File: src/rtl/player_pkg.sv
// Shared definitions for the player movement path: direction codes, move-controller
// FSM states and the default 50 MHz timing constants.
package player_pkg;

    typedef enum logic [1:0] {
        DIR_UP    = 2'd0,
        DIR_DOWN  = 2'd1,
        DIR_LEFT  = 2'd2,
        DIR_RIGHT = 2'd3
    } dir_t;

    typedef enum logic [1:0] {
        ST_IDLE         = 2'd0,
        ST_DELAY        = 2'd1,
        ST_REPEAT       = 2'd2,
        ST_WAIT_RELEASE = 2'd3
    } state_t;

    localparam int DEF_DEBOUNCE_CYCLES = 500000;
    localparam int DEF_REPEAT_DELAY    = 25000000;
    localparam int DEF_REPEAT_PERIOD   = 7500000;
    localparam int DEF_CNT_W           = 25;

    // Fixed priority among held keys: up > down > left > right (bit index = dir code).
    function automatic dir_t prio_dir(input logic [3:0] lvl);
        if (lvl[DIR_UP])        return DIR_UP;
        else if (lvl[DIR_DOWN]) return DIR_DOWN;
        else if (lvl[DIR_LEFT]) return DIR_LEFT;
        else                    return DIR_RIGHT;
    endfunction

    function automatic logic [3:0] dir_onehot(input dir_t d);
        return 4'b0001 << d;
    endfunction

endpackage

File: src/rtl/player_move_ctrl_if.sv
// Key inputs, enable and move-pulse outputs of the player move controller.
// Handshake: none; keys are raw levels, each move output is a one-cycle strobe valid when high.
interface player_move_ctrl_if;
    import player_pkg::*;

    logic   enable;
    logic   key_up;
    logic   key_down;
    logic   key_left;
    logic   key_right;
    logic   up;
    logic   down;
    logic   left;
    logic   right;
    state_t dbg_state;
    dir_t   dbg_dir;

    modport master (
        output enable, key_up, key_down, key_left, key_right,
        input  up, down, left, right, dbg_state, dbg_dir
    );

    modport slave (
        input  enable, key_up, key_down, key_left, key_right,
        output up, down, left, right, dbg_state, dbg_dir
    );

endinterface

File: src/rtl/key_debounce.sv
// Two-flop synchroniser plus counting debouncer for one raw push button.
// The level flips once the synchronised input has disagreed for DEBOUNCE_CYCLES samples.
module key_debounce
    import player_pkg::*;
#(
    parameter int DEBOUNCE_CYCLES = DEF_DEBOUNCE_CYCLES,
    parameter int CNT_W           = DEF_CNT_W
) (
    input  logic clk,
    input  logic reset,
    input  logic i_key,
    output logic o_level
);

    logic             r_sync1;
    logic             r_sync2;
    logic             r_level;
    logic [CNT_W-1:0] r_cnt;

    always_ff @(posedge clk) begin
        if (reset) begin
            r_sync1 <= 1'b0;
            r_sync2 <= 1'b0;
            r_level <= 1'b0;
            r_cnt   <= '0;
        end else begin
            r_sync1 <= i_key;
            r_sync2 <= r_sync1;
            // Any agreeing sample restarts the stability run.
            if (r_sync2 == r_level) begin
                r_cnt <= '0;
            end else if (r_cnt == CNT_W'(DEBOUNCE_CYCLES)) begin
                r_level <= r_sync2;
                r_cnt   <= '0;
            end else begin
                r_cnt <= r_cnt + CNT_W'(1);
            end
        end
    end

    assign o_level = r_level;

endmodule

File: src/rtl/player_move_ctrl.sv
// Turns four raw direction buttons into single-cycle move pulses with one-direction
// locking and hold-to-repeat; enable low suppresses movement until all keys are released.
module player_move_ctrl
    import player_pkg::*;
#(
    parameter int DEBOUNCE_CYCLES = DEF_DEBOUNCE_CYCLES,
    parameter int REPEAT_DELAY    = DEF_REPEAT_DELAY,
    parameter int REPEAT_PERIOD   = DEF_REPEAT_PERIOD,
    parameter int CNT_W           = DEF_CNT_W
) (
    input logic              clk,
    input logic              reset,
    player_move_ctrl_if.slave bus
);

    logic [3:0]       w_raw;
    logic [3:0]       w_lvl;
    logic             w_any;
    dir_t             w_prio;

    state_t           r_state;
    dir_t             r_dir;
    logic [CNT_W-1:0] r_cnt;
    logic [3:0]       r_pulse;

    assign w_raw = {bus.key_right, bus.key_left, bus.key_down, bus.key_up};

    for (genvar g = 0; g < 4; g++) begin : g_key
        key_debounce #(
            .DEBOUNCE_CYCLES (DEBOUNCE_CYCLES),
            .CNT_W           (CNT_W)
        ) u_debounce (
            .clk     (clk),
            .reset   (reset),
            .i_key   (w_raw[g]),
            .o_level (w_lvl[g])
        );
    end

    assign w_any  = |w_lvl;
    assign w_prio = prio_dir(w_lvl);

    always_ff @(posedge clk) begin
        if (reset) begin
            r_state <= ST_IDLE;
            r_dir   <= DIR_UP;
            r_cnt   <= '0;
            r_pulse <= '0;
        end else begin
            r_pulse <= '0;
            // A key still held while disabled must be released before it can fire again.
            if (!bus.enable) begin
                r_state <= w_any ? ST_WAIT_RELEASE : ST_IDLE;
            end else begin
                case (r_state)
                    ST_IDLE: begin
                        if (w_any) begin
                            r_dir   <= w_prio;
                            r_pulse <= dir_onehot(w_prio);
                            r_cnt   <= CNT_W'(REPEAT_DELAY);
                            r_state <= ST_DELAY;
                        end
                    end
                    ST_DELAY, ST_REPEAT: begin
                        if (!w_lvl[r_dir]) begin
                            r_state <= ST_IDLE;
                        end else if (r_cnt <= CNT_W'(1)) begin
                            r_pulse <= dir_onehot(r_dir);
                            r_cnt   <= CNT_W'(REPEAT_PERIOD);
                            r_state <= ST_REPEAT;
                        end else begin
                            r_cnt <= r_cnt - CNT_W'(1);
                        end
                    end
                    ST_WAIT_RELEASE: begin
                        if (!w_any) r_state <= ST_IDLE;
                    end
                    default: r_state <= ST_IDLE;
                endcase
            end
        end
    end

    assign bus.up        = r_pulse[DIR_UP];
    assign bus.down      = r_pulse[DIR_DOWN];
    assign bus.left      = r_pulse[DIR_LEFT];
    assign bus.right     = r_pulse[DIR_RIGHT];
    assign bus.dbg_state = r_state;
    assign bus.dbg_dir   = r_dir;

endmodule
File: src/flat_wrapper.sv
// flat-port wrapper written by rule: the top's interface ports become plain ports
module player_move_ctrl_flat import player_pkg::*;
#(
    parameter int DEBOUNCE_CYCLES = DEF_DEBOUNCE_CYCLES,
    parameter int REPEAT_DELAY    = DEF_REPEAT_DELAY,
    parameter int REPEAT_PERIOD   = DEF_REPEAT_PERIOD,
    parameter int CNT_W           = DEF_CNT_W
)
  (clk, reset, bus_enable, bus_key_up, bus_key_down, bus_key_left, bus_key_right, bus_up, bus_down, bus_left, bus_right, bus_dbg_state, bus_dbg_dir);
  player_move_ctrl_if bus_i ();
  input logic clk;
  input logic reset;
  input wire logic [$bits(bus_i.enable)-1:0] bus_enable;
  input wire logic [$bits(bus_i.key_up)-1:0] bus_key_up;
  input wire logic [$bits(bus_i.key_down)-1:0] bus_key_down;
  input wire logic [$bits(bus_i.key_left)-1:0] bus_key_left;
  input wire logic [$bits(bus_i.key_right)-1:0] bus_key_right;
  output wire logic [$bits(bus_i.up)-1:0] bus_up;
  output wire logic [$bits(bus_i.down)-1:0] bus_down;
  output wire logic [$bits(bus_i.left)-1:0] bus_left;
  output wire logic [$bits(bus_i.right)-1:0] bus_right;
  output wire logic [$bits(bus_i.dbg_state)-1:0] bus_dbg_state;
  output wire logic [$bits(bus_i.dbg_dir)-1:0] bus_dbg_dir;
  assign bus_i.enable = bus_enable;
  assign bus_i.key_up = bus_key_up;
  assign bus_i.key_down = bus_key_down;
  assign bus_i.key_left = bus_key_left;
  assign bus_i.key_right = bus_key_right;
  assign bus_up = bus_i.up;
  assign bus_down = bus_i.down;
  assign bus_left = bus_i.left;
  assign bus_right = bus_i.right;
  assign bus_dbg_state = bus_i.dbg_state;
  assign bus_dbg_dir = bus_i.dbg_dir;
  player_move_ctrl #(.DEBOUNCE_CYCLES(DEBOUNCE_CYCLES), .REPEAT_DELAY(REPEAT_DELAY), .REPEAT_PERIOD(REPEAT_PERIOD), .CNT_W(CNT_W)) u_core (.clk(clk), .reset(reset), .bus(bus_i));
endmodule
File: config.mk
export PLATFORM = sky130hd
export DESIGN_NAME = player_move_ctrl_flat
export DESIGN_NICKNAME = d
export VERILOG_FILES = /design/src/rtl/player_pkg.sv /design/src/rtl/player_move_ctrl_if.sv /design/src/rtl/key_debounce.sv /design/src/rtl/player_move_ctrl.sv /design/src/flat_wrapper.sv
export SDC_FILE = /design/constraint.sdc
export NUM_CORES = 1
export LEC_CHECK = 0
export BUFFER_PORTS_ARGS = -buffer_cell sky130_fd_sc_hd__buf_2
export CORE_MARGIN = 2
export CORE_UTILIZATION = 45
export CTS_CLUSTER_SIZE = 14
export DETAILED_ROUTE_END_ITERATION = 12
export PLACE_DENSITY = 0.63
export SLEW_MARGIN = 20
export SYNTH_ARGS = -nofsm -noshare
export SYNTH_HDL_FRONTEND = slang
export SYNTH_SLANG_ARGS = --single-unit
File: constraint.sdc
create_clock -name clk -period 5.8 [get_ports clk]
set_input_delay 0.87 -clock clk [delete_from_list [all_inputs] [get_ports clk]]
set_output_delay 0.87 -clock clk [all_outputs]
set_load 0.01 [all_outputs]
Word-level counts from Yosys, hierarchy flattened
Cells that the tools add are included.
- flip-flop bits (word level): 145
- latch bits: 0
- bits in writable memories: 0
- ROM bits: 0
- input port bits: 7
- output and inout port bits: 8
- logic and storage cells: 86
- memories: 0
- add/subtract/negate cells: 5
- multipliers: 0
- div/mod/pow operators: 0
- magnitude comparators: 2
- eq/ne operators: 16
- shifts and indexed selects: 2
- mux-type cells: 20
- bitwise gates (word level): 5
- reductions and logical operators: 16
- operators with widths (kind ; number):
    adder 25 x 1 -> 25 bit (second input constant) ; 4
    == test 25 x 19 -> 1 bit (second input constant) ; 4
    2-to-1 mux 25 bit ; 3
    one-hot mux 25 bit (2 select lines) ; 1
    less-or-equal comparator 25 x 1 -> 1 bit (second input constant) ; 1
    subtractor 25 x 1 -> 25 bit (second input constant) ; 1
    2-to-1 mux 2 bit ; 8
    2-to-1 mux 4 bit ; 3
    OR reduction 3 bit ; 4
    one-hot mux 4 bit (2 select lines) ; 1
    AND reduction 2 bit ; 4
    left shift 1 x 2 -> 4 bit (first input constant) ; 2
    one-hot mux 2 bit (3 select lines) ; 1
    AND reduction 3 bit ; 2
    inverter 1 bit ; 5
    == test 1 bit ; 4
    == test 2 bit (second input constant) ; 2
    inequality test 2 x 1 -> 1 bit (second input constant) ; 2
    inequality test 4 bit (second input constant) ; 1
    AND reduction 4 bit ; 1
    OR reduction 2 bit ; 2
    OR reduction 4 bit ; 1
    less-than comparator 2 x 3 -> 1 bit (second input constant) ; 1
    inequality test 3 x 2 -> 1 bit (second input constant) ; 1
    other kinds (6) ; 7

Depth between registers and ports, before layout
Gate-level depths: netlist of run 1.
- word-level depth: 6
- gate-level depth with buffers: 9
- mapped depth without buffers: 7

By module
Synthesis of run 1 repeated with hierarchy kept, for this count alone.
- cells, all modules: 834
- area, all modules: 7154.4 um^2
- modules (own cells, without submodules) (module ; instances ; cells an instance ; area each (um^2) ; sequential area each (um^2)):
    key_debounce ; 4 ; 150 ; 1310.0 ; 560.5
    player_move_ctrl ; 1 ; 234 ; 1914.3 ; 660.6

Least setup slack after synthesis of run 1
No wires, ideal clock.
- path kind: register to register
- start: register u_core.g_key[1].u_debounce.r_cnt[0]
- end: register u_core.g_key[1].u_debounce.r_cnt[10]
- setup time: 116 ps
- arrival: 1919 ps
- required time: 5684 ps
- slack: 3765 ps
- stages on the path, launching flop included: 9
- path buffers: 2
- clock period less this slack: 2035 ps
- path through: dfxtp_1 > inv_1 > ha_1 > or4b_2 > nor4_1 > or3_1 > buf_2 > buf_4 > nor2_1
- cells in the longest elaborated chain, start to end: 2
- elaborated cells on any way between the ends: 3
- those cells by class: add/sub (1); eq/ne (1); reduce/logical (1)
- RTL lines (what ; RTL line ; RTL):
    start: declaration ; key_debounce.sv:18 ; logic [CNT_W-1:0] r_cnt;
    start signal: assignment ; key_debounce.sv:36 ; r_cnt <= r_cnt + CNT_W'(1);
    parallel branches: the longest is 2 deep, another holds adder 25 x 1 -> 25 bit ; n/a ;
Parallel ways; which one is timed is not known.
A chain may end at the register's enable or synchronous reset.

Worst setup path after layout of run 1
- start: register u_core.r_state[0] (netlist: u_core.bus.dbg_state[0])
- end: register u_core.r_cnt[13]
- cells in the longest elaborated chain, start to end: 4
- elaborated cells on any way between the ends: 9
- those cells by class: eq/ne (4); mux (1); reduce/logical (4)
- RTL lines (what ; RTL line ; RTL):
    start: declaration ; player_move_ctrl.sv:21 ; state_t r_state;
    start signal: assignment ; player_move_ctrl.sv:53 ; r_state <= w_any ? ST_WAIT_RELEASE : ST_IDLE;
    == test 2 x 1 -> 1 bit or == test 2 bit (tied branches) ; player_move_ctrl.sv:55 ; case (r_state)
    OR reduction 2 bit ; player_move_ctrl.sv:55 ;
    inequality test 2 x 1 -> 1 bit (no line) or nonzero test 2 bit (tied branches) ; n/a ;
    AND reduction 4 bit (no line) ; n/a ;
    end signal: assignment ; player_move_ctrl.sv:60 ; r_cnt <= CNT_W'(REPEAT_DELAY);
    end signal: assignment ; player_move_ctrl.sv:69 ; r_cnt <= CNT_W'(REPEAT_PERIOD);
    end signal: assignment ; player_move_ctrl.sv:72 ; r_cnt <= r_cnt - CNT_W'(1);
    end: declaration ; player_move_ctrl.sv:23 ; logic [CNT_W-1:0] r_cnt;
Parallel ways exist; a longest one is shown, timed or not.

==> run metrics, run 1 <==
Slew Viols, Final=0; sequential power share=46.6%; IO buf count=14; Post-synth EDFFs=0; crit path time final=2.840 ns; die outline height=128.4 µm; Initial Util=between 40% and 50%; r2r setup slk=2.96 ns; number of H-tree levels=4; max-cap violations=0; GRT Util Overall=a little under a fifth; switch share=20.65%; total iterations of the first detailed-routing run=5; diode count=0; setup_tns=0 ns; FMAX=around 350 MHz; post-synthesis mux area share=~1.0%; sequential-to-total area share from yosys stat=41.68%; Vias/cell=5.521; Int Pwr=1.704 mW; period utilisation layout=48.97%; ys flop type=dfxtp_1; Die W=128.4 µm; total clock sinks=145; Crit Path Max Fanout=22; Root Driver=clkbuf_16; layout cells sized above 1=7.425%; Remaining DRCs=0; status=completed; kind of critical path=reg2reg; dpl ws=a little over 3 ns; finished layout cell area=0.007704 mm²; Final Non-Filler Cells=1023; routability cong.=approximately 0.8; DIE AREA=about 0.016 mm²; IO Pins=15; Syn Std Cell Area=slightly below 0.007 mm²; maximum VDD drop=between 0.0002 and 0.00025 V; crit-path cells=inv_1 > ha_1 > nor2b_1 > o2bb2a_1 > nand2_1 > nor2_1 > a221oi_1; WP data required=roughly 6 ns; Synth cell types=60; setup bufs post-CTS=0; Vias=5648; core area=between 0.015 and 0.02 mm²; Worst Setup Slack, final=2.960 ns; Post-CTS Resized=0; min-delay worst type=reg2reg; Synth-to-Final Area Change=10.62%; endpoint type of the worst setup path=flip-flop; Mean Syn Cell Area=~8.4 µm²; placed cell areas=between 0.007 and 0.008 mm²; Post-Synthesis Cells=829; commonest non-fill, non-tap cell in the layout=nor2_1; XOR/XNOR Fraction of Synth Area=12.07%; simple logic cell fraction of the synthesized area=30.92%; Starting DRT DRC Count=286; register bit total from synthesis=145; Pleak=2.441 nW; asr flop ratio synth=0%; CP max stage cell=ha_1; CTS hold repair buffers=0; Clock Skews=just over 0.01 ns; first-pass GRT wire length=24.44 mm; final wirelength=roughly 14 mm; PwrDens=roughly 280 mW/mm²; global route overflow=0; Psw=0.4434 mW; Clock Path Buffers=2; Clock transition at path regs=~0.06 ns; power share of the combinational group=1.0%; number of global-route vias before repair=approximately 5400; Slowest Stage Delay on Critical Path=0.62 ns; worst skew pair latency=0.43 ns; standard-cell row count=45; CTS Buf Count=17; crit start category=flip-flop; Final ANT Viol Nets=0; Hold WS=0.4380 ns; final core utilization=between 50% and 60%; leading cell types in the layout, fill and taps excluded=nor2_1 (151), dfxtp_1 (145), xnor2_1 (60); maximum number of pins on one net before global-route repair=44; Compound-Gate Fraction of Synth Area=7.133%; dpl hpwl=9.461 mm; syn nets=between 800 and 900; post-DR wirelength/cell=13.77 µm; initial antenna violation count=1; post-synthesis adder-cell area fraction=approximately 2.2%; worst-margin pin slew=0.8790 ns; Critical Path AT=3.16 ns; Slew HR=40.86%; endpoints failing hold=0; Cells after DPL=991; share of total power in the clock network=a little over half; largest family of logic cells by synthesized area=simple AND/OR/NAND/NOR gates; nets=841; CTS tree=yes; overall power=between 2 and 2.5 mW; RSZ-0062 raised after global routing=false; # setup viols final=0; yosys warns=0
[cells in the mapped netlist (4+ instances only)]
master / n / area share, %
xnor2_1: 60 / 7.5
dfxtp_1: 145 / 42
nand4_1: 28 / 2.5
nor4b_1: 12 / 1.5
mux2i_1: 6 / 0.86
nand2_1: 48 / 2.6
clkbuf_1: 26 / 1.4
or4_1: 8 / 0.86
nor2b_1: 11 / 0.99
or3_1: 11 / 0.99
and2_1: 4 / 0.36
a221oi_1: 7 / 0.88
nand3_1: 51 / 3.7
o21ai_0: 12 / 0.86
o2111ai_1: 4 / 0.50
nor4_1: 29 / 2.6
buf_2: 8 / 0.57
o31ai_1: 6 / 0.65
and4_1: 8 / 1.0
xor2_1: 36 / 4.5
ha_1: 12 / 2.2
nand2b_1: 4 / 0.36
nor3_1: 29 / 2.1
inv_1: 42 / 2.3
nor2_1: 151 / 8.1
a31oi_1: 6 / 0.54
and3_1: 11 / 0.99
a21oi_1: 12 / 0.86
[worst max-delay path: cells and delay by family, from the launching register on]
| family | cells | cell delay, ns |
|---|---|---|
| adder cells (fa/ha/maj) | 1 | 0.62 |
| flip-flops | 1 | 0.38 |
| AND/OR/NAND/NOR | 3 | 1.07 |
| buffers and inverters | 1 | 0.07 |
| AO/OA/AOI/OAI | 2 | 0.59 |
[cells by family (layout without fill, tap and decap cells)]
group | after synthesis | in the layout
muxes | 7 | 7
AOI/OAI and AO/OA | 68 | 68
DFF | 145 | 145
xor gates and xnor gates | 96 | 96
adders and majority gates | 12 | 12
buffers and inverters | 82 | 88
and+or+nand+nor | 419 | 419
[worst paths after layout]
kind                                                      start  cells after the start                                       endpoint
setup reg to reg           u_core.bus.dbg_state[0]$_SDFFE_PP0P_                      7                  u_core.r_cnt[13]$_SDFFE_PP0P_
setup / recovery           u_core.bus.dbg_state[0]$_SDFFE_PP0P_                      7                  u_core.r_cnt[13]$_SDFFE_PP0P_
hold reg to reg   u_core.g_key[2].u_debounce.r_sync1$_SDFF_PP0_                      1  u_core.g_key[2].u_debounce.r_sync2$_SDFF_PP0_
hold / removal    u_core.g_key[2].u_debounce.r_sync1$_SDFF_PP0_                      1  u_core.g_key[2].u_debounce.r_sync2$_SDFF_PP0_
[cell type report]
cell class	count	area, µm²
fillers	1384	7442
multi-input cells	602	3725
flip-flops and latches	145	2903
clock buffers	19	452.9
well taps	188	235.2
clock inverters	13	160.2
inverters	42	157.7
repair buffers	14	70.07
[metal layers]
metal,vias up,GRT usage [%],share of wire [%]
li1,2875,-,-
met3,17,4.283,3.6
met4,2,7.692,1.5
met1,2678,23.06,47
met5,-,0,0.092
met2,76,29.47,47
[state kept, by name, indices dropped and copies added (netlist names)]
signal and cells:
u_core.g_key.u_debounce.r_cnt 100, u_core.r_cnt 25, u_core.g_key.u_debounce.o_level 4, u_core.g_key.u_debounce.r_sync1 4, u_core.g_key.u_debounce.r_sync2 4, u_core.r_pulse 4
u_core.bus.dbg_dir 2, u_core.bus.dbg_state 2
[power groups by stage]
stage          Sequential [mW]  Clock [mW]  Combinational, mW
6_report                  1.00        1.12             0.0221
3_3_place_gp              1.02           0             0.0219
5_1_grt                   1.00        1.19             0.0250
2_1_floorplan             1.02           0             0.0166
4_1_cts                   1.00        1.15             0.0223
3_5_place_dp              1.02           0             0.0223
Power figures use the tool's default switching activity.
==> run 2: changes to the inputs <==
==> constraint.sdc (replaced) <==
create_clock -name clk -period 2.9 [get_ports clk]
set_input_delay 0.435 -clock clk [delete_from_list [all_inputs] [get_ports clk]]
set_output_delay 0.435 -clock clk [all_outputs]
set_load 0.01 [all_outputs]
==> run 2 against run 1 <==
  * Critical path depth unchanged
  * Core utilization decreased by 0.066 points
  * Clock skew decreased by 0.0044 ns
  * Hold slack got worse by 0.19 ns
  * Flip-flop and latch count unchanged
  * Combinational power increased by 120%
  * Wire length increased by 3.4%
  * Largest power group is now registers
  * Cell count increased by 1.1%
  * Setup slack got worse by 2.7 ns
  * Fmax increased by 6.7%
  * Largest cell class unchanged
  * Via count increased by 2.2%
==> run metrics, run 2 (synthesis results as in run 1) <==
total clock sinks=145; Initial Util=a little under half; Clock transition at path regs=around 0.06 ns; global route overflow=0; Clock Path Buffers=2; die outline height=128.4 µm; sequential power share=between 40% and 50%; Int Pwr=3.194 mW; Pleak=2.456 nW; Synth-to-Final Area Change=10.47%; routability cong.=0.8637; PwrDens=roughly 520 mW/mm²; commonest non-fill, non-tap cell in the layout=nor2_1; diode count=0; crit start category=flip-flop; max-cap violations=0; Psw=a little over 0.8 mW; IO buf count=14; initial antenna violation count=0; largest register by flop count=u_core.g_key.u_debounce.r_cnt; Slew HR=44.23%; leading cell types in the layout, fill and taps excluded=nor2_1 (151), dfxtp_1 (145), xnor2_1 (60); worst skew pair latency=0.41 ns; total iterations of the first detailed-routing run=5; nets=852; FMAX=375.8 MHz; Top Registers=u_core.g_key.u_debounce.r_cnt x100, u_core.r_cnt x25; Hold WS=0.2459 ns; Crit Path Max Fanout=22; overall power=4.019 mW; Starting DRT DRC Count=around 420; Final ANT Viol Nets=0; worst-margin pin slew=0.8366 ns; Critical Path AT=2.97 ns; crit path time final=2.661 ns; Clock Skews=0.005995 ns; switch share=20.53%; GRT Util Overall=18.48%; WP data required=between 3 and 4 ns; max FFs per register=100; dpl hpwl=about 10 mm; Slew Viols, Final=0; layout cells sized above 1=between 7 and 8%; Vias=just under 6000; CTS Buf Count=17; core area=0.01515 mm²; maximum VDD drop=0.0003798 V; Root Driver=clkbuf_16; kind of critical path=reg2reg; final wirelength=between 10 and 15 mm; share of total power in the clock network=48.9%; Die W=128.4 µm; period utilisation layout=91.75%; Vias/cell=about 5.6; post-DR wirelength/cell=roughly 14 µm; Remaining DRCs=0; RSZ-0062 raised after global routing=false; power share of the combinational group=1.2%; min-delay worst type=in2reg; endpoints failing hold=0; endpoint type of the worst setup path=flip-flop; number of H-tree levels=4; number of global-route vias before repair=between 5000 and 6000; CTS tree=yes; DIE AREA=0.01649 mm²; status=completed; standard-cell row count=45; first-pass GRT wire length=25.12 mm; setup bufs post-CTS=0; # setup viols final=0; IO Pins=15; maximum number of pins on one net before global-route repair=26; setup_tns=0 ns
-- run 2: worst paths after layout --
check	endpoint	slack [ns]	startpoint	depth (start not counted)
max reg2reg	u_core.r_cnt[21]$_SDFFE_PP0P_	0.24	u_core.bus.dbg_state[0]$_SDFFE_PP0P_	7
min reg2reg	u_core.g_key[1].u_debounce.r_sync2$_SDFF_PP0_	0.44	u_core.g_key[1].u_debounce.r_sync1$_SDFF_PP0_	1
min	u_core.g_key[0].u_debounce.r_sync1$_SDFF_PP0_	0.25	bus_key_up	2
max	u_core.r_cnt[21]$_SDFFE_PP0P_	0.24	u_core.bus.dbg_state[0]$_SDFFE_PP0P_	7
-- run 2: final cells by class --
| class | instances | area [µm²] |
|---|---|---|
| fillers | 1397 | 7452 |
| multi-input cells | 602 | 3715 |
| flip-flops and latches | 145 | 2903 |
| clock buffers | 27 | 503.0 |
| well taps | 188 | 235.2 |
| inverters | 42 | 157.7 |
| repair buffers | 25 | 152.6 |
| clock inverters | 5 | 27.53 |
-- run 2: timing repair --
| item | CTS | global route |
|---|---|---|
| resized for setup | 0 | 1 |
| hold buffers | 0 | 0 |
| endpoints found under the setup margin | 0 | 1 |
-- run 2: power by group through the flow --
| stage | sequential [mW] | clock [mW] | combinational [mW] |
|---|---|---|---|
| CTS | 2.00 | 2.00 | 0.0496 |
| detailed placement | 2.05 | 0 | 0.0496 |
| global placement | 2.05 | 0 | 0.0482 |
| finish | 2.00 | 1.97 | 0.0488 |
| floorplan | 2.05 | 0 | 0.0331 |
| global route | 2.00 | 2.08 | 0.0551 |
-- run 2: metrics by stage --
step                cell area [µm²]  util [%]  setup WS [ns]  cells
floorplan                      6964         -         0.8647    829
global placement               7161     47.28         0.4366   1002
detailed placement             7161     47.28         0.2322   1002
CTS                            7691     50.78         0.2205   1034
global route                   7694     50.80        0.04346   1034
finish                         7694     50.80         0.2391   1034
-- run 2: routing by layer --
| layer | vias up | part of all wire (%) | track usage (%) |
|---|---|---|---|
| li1 | 2892 | - | - |
| met1 | 2769 | 46 | 22.86 |
| met2 | 91 | 48 | 31.57 |
| met3 | 23 | 3.5 | 3.867 |
| met4 | 0 | 2.1 | 7.304 |
| met5 | - | 0 | 0 |
-- run 2: critical path, stage by stage, from the launching register on --
cell and delay (ns):
dfxtp_1 0.38, inv_1 0.07, ha_1 0.41, nor2b_1 0.21, o2bb2a_1 0.28, and2_1 0.64, o21ai_0 0.20, a221oi_1 0.36
